## config.mk

```make
export PLATFORM = sky130hd
export DESIGN_NAME = rsa_stream_ctrl
export DESIGN_NICKNAME = d
export VERILOG_FILES = /design/src/rtl/rsa_pkg.sv /design/src/rtl/rsa_byte_packer.sv /design/src/rtl/rsa_stream_ctrl.sv
export SDC_FILE = /design/constraint.sdc
export NUM_CORES = 2
export LEC_CHECK = 0
export BUFFER_PORTS_ARGS = -buffer_cell sky130_fd_sc_hd__buf_2
export CORE_AREA = 2 2 412 414
export CTS_BUF_LIST = sky130_fd_sc_hd__clkbuf_2 sky130_fd_sc_hd__clkbuf_4 sky130_fd_sc_hd__clkbuf_8
export CTS_CLUSTER_SIZE = 10
export DETAILED_ROUTE_END_ITERATION = 8
export DIE_AREA = 0 0 414 416
export PLACE_DENSITY_LB_ADDON = 0.1
export SLEW_MARGIN = 30
export SYNTH_ARGS = -nofsm -noshare
export SYNTH_HDL_FRONTEND = slang
export SYNTH_SLANG_ARGS = --single-unit
```

## constraint.sdc

```tcl
create_clock -name i_clk -period 1.9 [get_ports i_clk]
set_input_delay 0.19 -clock i_clk [delete_from_list [all_inputs] [get_ports i_clk]]
set_output_delay 0.19 -clock i_clk [all_outputs]
set_load 0.05 [all_outputs]
```

## src/rtl/rsa_pkg.sv

```systemverilog
// Shared types and sizing for the RSA256 byte-stream front-end.
package rsa_pkg;

  localparam int unsigned RSA_W     = 256;
  localparam int unsigned KEY_BYTES = 32;
  localparam int unsigned OUT_BYTES = 31;
  localparam int unsigned OUT_W     = OUT_BYTES * 8;
  localparam int unsigned CNT_W     = 6;

  typedef enum logic [2:0] {
    StGetN,
    StGetD,
    StGetA,
    StStart,
    StWait,
    StSend
  } state_e;

endpackage

```

## src/rtl/rsa_byte_packer.sv

```systemverilog
// 256-bit MSB-first byte shift-in register with load-enable and synchronous clear.
module rsa_byte_packer
  import rsa_pkg::*;
(
  input  logic             clk_i,
  input  logic             clr_i,
  input  logic             en_i,
  input  logic [7:0]       data_i,
  output logic [RSA_W-1:0] q_o
);

  logic [RSA_W-1:0] q_q, q_d;

  always_comb begin
    q_d = q_q;
    if (clr_i) begin
      q_d = '0;
    end else if (en_i) begin
      q_d = {q_q[RSA_W-9:0], data_i};
    end
  end

  always_ff @(posedge clk_i) begin
    q_q <= q_d;
  end

  assign q_o = q_q;

endmodule

```

## src/rtl/rsa_stream_ctrl.sv

```systemverilog
// Byte-stream controller: loads N, D, then ciphertext blocks, runs the core and
// streams the low 248 result bits back out MSB first.
module rsa_stream_ctrl
  import rsa_pkg::*;
(
  input  logic             i_clk,
  input  logic             i_rst_n,
  input  logic [7:0]       i_in_data,
  input  logic             i_in_valid,
  output logic             o_in_ready,
  output logic [7:0]       o_out_data,
  output logic             o_out_valid,
  input  logic             i_out_ready,
  output logic             o_core_start,
  output logic [RSA_W-1:0] o_core_a,
  output logic [RSA_W-1:0] o_core_d,
  output logic [RSA_W-1:0] o_core_n,
  input  logic [RSA_W-1:0] i_core_result,
  input  logic             i_core_finished
);

  state_e             state_q, state_d;
  logic [CNT_W-1:0]   cnt_q, cnt_d;
  logic [OUT_W-1:0]   out_sr_q, out_sr_d;

  logic in_fire, out_fire, last_key, last_out;

  assign o_in_ready   = (state_q == StGetN) || (state_q == StGetD) || (state_q == StGetA);
  assign o_out_valid  = (state_q == StSend);
  assign o_core_start = (state_q == StStart);
  assign o_out_data   = out_sr_q[OUT_W-1 -: 8];

  assign in_fire  = i_in_valid && o_in_ready;
  assign out_fire = o_out_valid && i_out_ready;
  assign last_key = (cnt_q == CNT_W'(KEY_BYTES - 1));
  assign last_out = (cnt_q == CNT_W'(OUT_BYTES - 1));

  always_comb begin
    state_d  = state_q;
    out_sr_d = out_sr_q;
    unique case (state_q)
      StGetN:  if (in_fire && last_key) state_d = StGetD;
      StGetD:  if (in_fire && last_key) state_d = StGetA;
      StGetA:  if (in_fire && last_key) state_d = StStart;
      StStart: state_d = StWait;
      StWait: begin
        if (i_core_finished) begin
          out_sr_d = i_core_result[OUT_W-1:0];
          state_d  = StSend;
        end
      end
      StSend: begin
        if (out_fire) begin
          out_sr_d = out_sr_q << 8;
          if (last_out) state_d = StGetA;
        end
      end
      default: state_d = StGetN;
    endcase
  end

  // The counter restarts whenever the state moves, so each phase counts from 0.
  always_comb begin
    cnt_d = cnt_q;
    if (state_d != state_q) begin
      cnt_d = '0;
    end else if (in_fire || out_fire) begin
      cnt_d = cnt_q + CNT_W'(1);
    end
  end

  always_ff @(posedge i_clk) begin
    if (!i_rst_n) begin
      state_q  <= StGetN;
      cnt_q    <= '0;
      out_sr_q <= '0;
    end else begin
      state_q  <= state_d;
      cnt_q    <= cnt_d;
      out_sr_q <= out_sr_d;
    end
  end

  rsa_byte_packer u_pack_n (
    .clk_i  (i_clk),
    .clr_i  (!i_rst_n),
    .en_i   (in_fire && (state_q == StGetN)),
    .data_i (i_in_data),
    .q_o    (o_core_n)
  );

  rsa_byte_packer u_pack_d (
    .clk_i  (i_clk),
    .clr_i  (!i_rst_n),
    .en_i   (in_fire && (state_q == StGetD)),
    .data_i (i_in_data),
    .q_o    (o_core_d)
  );

  rsa_byte_packer u_pack_a (
    .clk_i  (i_clk),
    .clr_i  (!i_rst_n),
    .en_i   (in_fire && (state_q == StGetA)),
    .data_i (i_in_data),
    .q_o    (o_core_a)
  );

endmodule

```

Yosys cells after proc, flatten, opt, wreduce, memory -nomap -nowiden
Cells that the tools add are included.
Widths: inputs -> output; s select.
- flip-flop bits (word level): 1025
- input bits: 269
- output and inout bits: 779
- word-level logic and storage cells: 41
- $add $sub $neg: 1
- equality and inequality tests: 10
- mux-type cells: 10
- bitwise logic cells: 1
- reductions and logical operators: 13
- operators by type and width (operator ; number):
    $mux 248 ; 2
    $pmux 248 s2 ; 1
    $mux 3 ; 6
    $pmux 3 s6 ; 1
    $eq 6x5->1 const B ; 2
    $add 6x1->6 const B ; 1
    $eq 3x2->1 const B ; 2
    $eq 3x3->1 const B ; 2
    $logic_and 1x1->1 ; 6
    $eq 3x1->1 const B ; 1
    $logic_not 3->1 ; 1
    $logic_or 1x1->1 ; 3
    $ne 3x3->1 ; 1
    $reduce_and 3->1 ; 1
    $ne 2x1->1 const B ; 1
    $ne 2x2->1 const B ; 1
    $reduce_bool 2->1 ; 1
    $reduce_or 2->1 ; 1
    $not 1->1 ; 1

Longest topological paths before layout
- word-level depth: 9
- gate-level depth with buffers: 8
- gate-level depth less buffers: 6

Modules after synthesis
From an unflattened synthesis, not the netlist that was laid out.
- cell total of the unflattened synthesis: 3927
- area total of the unflattened synthesis: 39220.1 µm²
- modules (own cells, without submodules) (module ; times used ; cells an instance ; area each (µm²) ; seq. area each (µm²)):
    rsa_byte_packer ; 3 ; 825 ; 9322.7 ; 5124.9
    rsa_stream_ctrl ; 1 ; 1452 ; 11252.0 ; 5144.9

Worst setup path before layout
No wires, ideal clock.
- path kind: register to register
- from: reg state_q[0]
- to: reg cnt_q[3]
- setup time: 0.072 ns
- arrival time: 2.179 ns
- required time: 1.828 ns
- slack: -0.351 ns
- stages on the path, launching flop included: 7
- buffers on the path: 2
- clock period less this slack: 2.251 ns
- path through: dfxtp_1 -> buf_4 -> a21oi_1 -> a22oi_1 -> buf_2 -> or3_1 -> a21oi_1
- longest elaborated chain between the ends: 9
- elaborated cells between the ends (all ways): 21
- classes of those cells: eq/ne (6); mux (7); reduce/logical (8)
- ends and longest elaborated chain (item ; line ; text):
    from (decl) ; rsa_stream_ctrl.sv:22 ; state_e state_q, state_d;
    from (signal assigned) ; rsa_stream_ctrl.sv:74 ; state_q <= StGetN;
    from (signal assigned) ; rsa_stream_ctrl.sv:78 ; state_q <= state_d;
    $eq 3x1->1 / $logic_not 3->1 (equally long branches) ; rsa_stream_ctrl.sv:28 ; assign o_in_ready = (state_q == StGetN) || (state_q == StGetD) || (state_q == StGetA);
    $logic_or 1x1->1 ; rsa_stream_ctrl.sv:28 ;
    $logic_or 1x1->1 * ; rsa_stream_ctrl.sv:28 ;
    net o_in_ready ; rsa_stream_ctrl.sv:10 ; output logic o_in_ready,
    $logic_and 1x1->1 * ; rsa_stream_ctrl.sv:33 ; assign in_fire = i_in_valid && o_in_ready;
    $logic_and 1x1->1 ; rsa_stream_ctrl.sv:42, rsa_stream_ctrl.sv:43, rsa_stream_ctrl.sv:44 ;
    $mux 3, on equally long branches ; rsa_stream_ctrl.sv:44, rsa_stream_ctrl.sv:42, rsa_stream_ctrl.sv:43 ;
    $pmux 3 s6 ; rsa_stream_ctrl.sv:41 ; unique case (state_q)
    $ne 3x3->1 ; rsa_stream_ctrl.sv:65 ; if (state_d != state_q) begin
    $reduce_or 2->1 (no line) ; -- ;
    to (signal assigned) ; rsa_stream_ctrl.sv:79 ; cnt_q <= cnt_d;
    to (decl) ; rsa_stream_ctrl.sv:23 ; logic [CNT_W-1:0] cnt_q, cnt_d;
The timed path passes the listed nets; every way through them passes the cells marked *.
A chain may end at the register's enable or synchronous reset.

Worst setup path in the final report
- from: reg state_q[1]
- to: out o_core_start
- longest elaborated chain between the ends: 1
- ends and longest elaborated chain (item ; line ; text):
    $eq 3x2->1 ; rsa_stream_ctrl.sv:30 ; assign o_core_start = (state_q == StStart);
    to (decl) ; rsa_stream_ctrl.sv:14 ; output logic o_core_start,
Every way passes these cells.

==> flow_summary_export.csv <==
group,metric,value,unit
final_layout,drive_gt1_frac,0.268,
run,drv_cap,0,
grt,grt_busiest_layer,"met2",
yosys,synth_edf_count,0,
setup_path,worstPathRequired,1710,ps
yosys,ys_seq_elements,1025,
sta,period_share,1.08,
placed_design,place_area,0.0484,mm²
grt,grt_max_degree,113,
floorplan,start_util,0.238,
yosys,synthArstFlopShare,0,
yosys,synth_common_cells,"2028 x nand2_1, 1025 x dfxtp_1, 482 x a21boi_1",
placed_design,dp_hpwl,121,mm
detailed_routing,ant_nets,0,
yosys,syn_area,0.0400,mm²
grt,grtUsageTotal,0.188,
detailed_routing,via_per_inst,4.44,
power,ir_drop,694,µV
sta,slew_viol_final,0,
clock_network,cts_buffers,192,
grt,antenna_found_initial,22,
yosys,yosysUniqueCellTypes,44,
sta,hold_viol_final,0,
final_layout,num-nets-final,6358,
final_layout,design_area,0.0575,mm²
yosys,synth_nets,5047,
detailed_routing,drt-initial-drc-count,2012,
yosys,yosysWarningCount,0,
sta,finalSetupViolations,3,
placed_design,portBuffers,1039,
detailed_routing,post_drt_wl_per_cell,20.0,µm
status,status,"finished with violations",
clock_network,htree_levels,4,
floorplan,die_h,416,µm
placed_design,dp_slack,-9.76,ps
detailed_routing,drc,0,
yosys,syn_inst,4776,
setup_path,crit_fanout,4,
yosys,synth.yosys.seq_area_share,0.513,
sta,rsz0062_at_grt,"yes",
sta,min_period,2050,ps
setup_path,path_class,"reg -> out",
yosys,syn_avg_cell_area,8.38,µm²
final_layout,fill_cells,18089,
clock_network,cts_tree,"done",
floorplan,die_x,414,µm
grt,grt_pass1_vias,36978,
setup_path,worstPathArrival,1860,ps
sta,fin_skew,55.2,ps
clock_network,root_buffer,"clkbuf_8",
detailed_routing,vias,37602,
min_path,min_from,"i_core_result[174]",
clock_network,clkSlewWorstSetupHoldPaths,60,ps
yosys,synth_top_cell_by_area,"dfxtp_1",
sta,fmax,487,MHz
grt,gr-total-overflow,0,
grt,grt_pass1_wl,245,mm
floorplan,fp.coreArea,0.168,mm²
status,failed_checks,"setup timing",
placed_design,gp_congestion,0.817,
min_path,hold_class,"in -> reg",
yosys,synth_top_cells_by_area,"dfxtp_1 51%, nand2_1 19%, a21boi_1 9.0%",
sta,tightest_slew,477,ps
power,p_leak,0.0258,µW
setup_path,crit_path_start,"state_q[1]",
setup_path,r2r_start,"state_q[0]",
detailed_routing,routed_wl,170,mm
final_layout,area_growth,43.7,%
grt,met3_usage,0.0464,
clock_network,clkLatencyLatePin,940,ps
yosys,ys.flop_type,"dfxtp_1",
power,p_per_area,808,mW/mm²
yosys,yosysTopAreaCellShare,0.513,
clock_network,clock_sinks,1025,
floorplan,die_area,0.172,mm²
setup_path,endpoint_kind,"primary output",
yosys,yosysMostFrequentCell,"nand2_1",
detailed_routing,dr.pass1.iters,5,
grt,grtUsageMet1,0.224,
grt,use_met2,0.326,
sta,slew_headroom,0.682,
floorplan,floorplan.io_pins,1048,
sta,setup_ws,-153,ps
clock_network,cts.path.max_buffers,3,
setup_path,cp-start-kind,"register",
floorplan,rows,151,
==> where the power goes <==
group / internal (µW) / total (µW) / switching [µW]
Clock: 13000 / 22900 / 9930
Combinational: 1010 / 2020 / 1010
Sequential: 21500 / 21500 / 21.7
==> critical path, stage by stage, from the launching register on <==
cell	delay (ps)
dfxtp_2	320
buf_6	110
buf_6	120
and3b_2	220
buf_12	150
==> logic make-up (layout without fill, tap and decap cells) <==
| logic type | count (synthesis) | in the layout | synth area share |
|---|---|---|---|
| AOI/OAI and AO/OA | 1038 | 1038 | 0.209 |
| xor gates and xnor gates | 1 | 1 | 0.000219 |
| adders and majority gates | 2 | 2 | 0.000625 |
| buffers and inverters | 406 | 1868 | 0.0508 |
| DFF | 1025 | 1025 | 0.513 |
| muxes | 1 | 1 | 0.000250 |
| other | 0 | 16 | 0 |
| and+or+nand+nor | 2303 | 2303 | 0.227 |
==> area by class of cell <==
type / count / area (µm²) / area share
tap: 2218 / 2780 / 0.0482
clock inverter: 26 / 224 / 0.00389
timing repair inverter: 2 / 17.5 / 0.000304
timing repair buffer: 1518 / 12400 / 0.216
inverter: 3 / 27.5 / 0.000478
clock buffer: 319 / 3850 / 0.0670
antenna: 16 / 40.0 / 0.000696
multi-input combinational: 3345 / 17600 / 0.305
sequential: 1025 / 20600 / 0.358
==> path summary, 6_finish.rpt <==
check                          end  slack (ps)  cells after the start
setup / recovery      o_core_start        -150                      4
setup reg to reg      out_sr_q[84]          60                      8
hold reg to reg   u_pack_d.q_o[84]         420                      2
hold / removal       out_sr_q[174]         150                      5
==> through the flow <==
stage | util | TNS, ps | hold WS, ps | std cells | power, µW
detailed placement | 0.288 | -17.6 | 442 | 7825 | 23600
floorplan | - | 0 | 335 | 4776 | 22800
finish | 0.342 | -408 | 146 | 8472 | 46500
CTS | 0.340 | -944 | 0.933 | 8445 | 47400
global placement | 0.288 | 0 | 440 | 7825 | 23600
global route | 0.342 | -923 | 68.7 | 8469 | 48400
==> layout by cell type, fill, tap and decap left out, types with 2 or more instances in the layout <==
master / synthesis / routed
dfxtp_4: 0 / 5
clkbuf_8: 0 / 233
buf_12: 0 / 65
or3_1: 4 / 4
clkbuf_4: 0 / 89
buf_4: 38 / 566
clkbuf_16: 0 / 6
buf_8: 2 / 6
dfxtp_1: 1025 / 974
nand2_1: 2028 / 2027
buf_6: 27 / 104
ha_1: 2 / 2
a21boi_0: 296 / 296
bufinv_16: 0 / 2
inv_8: 0 / 2
buf_16: 0 / 13
a21boi_1: 482 / 482
and2_4: 1 / 2
o211a_1: 240 / 240
a22oi_1: 2 / 2
inv_1: 2 / 2
dlygate4sd3_1: 0 / 264
clkinvlp_4: 0 / 5
dfxtp_2: 0 / 46
a21oi_1: 6 / 5
inv_6: 0 / 4
clkinv_2: 0 / 14
diode_2: 0 / 16
nand3_1: 251 / 249
buf_2: 114 / 491
o21ai_0: 5 / 5
==> sequential cells by signal, indices dropped and copies added, names as in the netlist <==
name          count
u_pack_a.q_o    256
u_pack_d.q_o    256
u_pack_n.q_o    256
out_sr_q        248
cnt_q             6
state_q           3
==> what timing repair did <==
action	CTS	global route
buffers inserted	10	5
hold endpoints to repair	967	0
cloned	4	6
setup endpoints to repair	573	78
gates resized for setup	724	25
hold buffers	264	0
pin swaps	3	5
==> routing by layer <==
| layer | up-vias | wire length [µm] |
|---|---|---|
| met5 | - | 115 |
| met4 | 18 | 5000 |
| met3 | 268 | 8590 |
| met2 | 902 | 84600 |
| met1 | 18003 | 71300 |
| li1 | 18411 | - |
No activity file was read; power rests on OpenSTA's default activity.
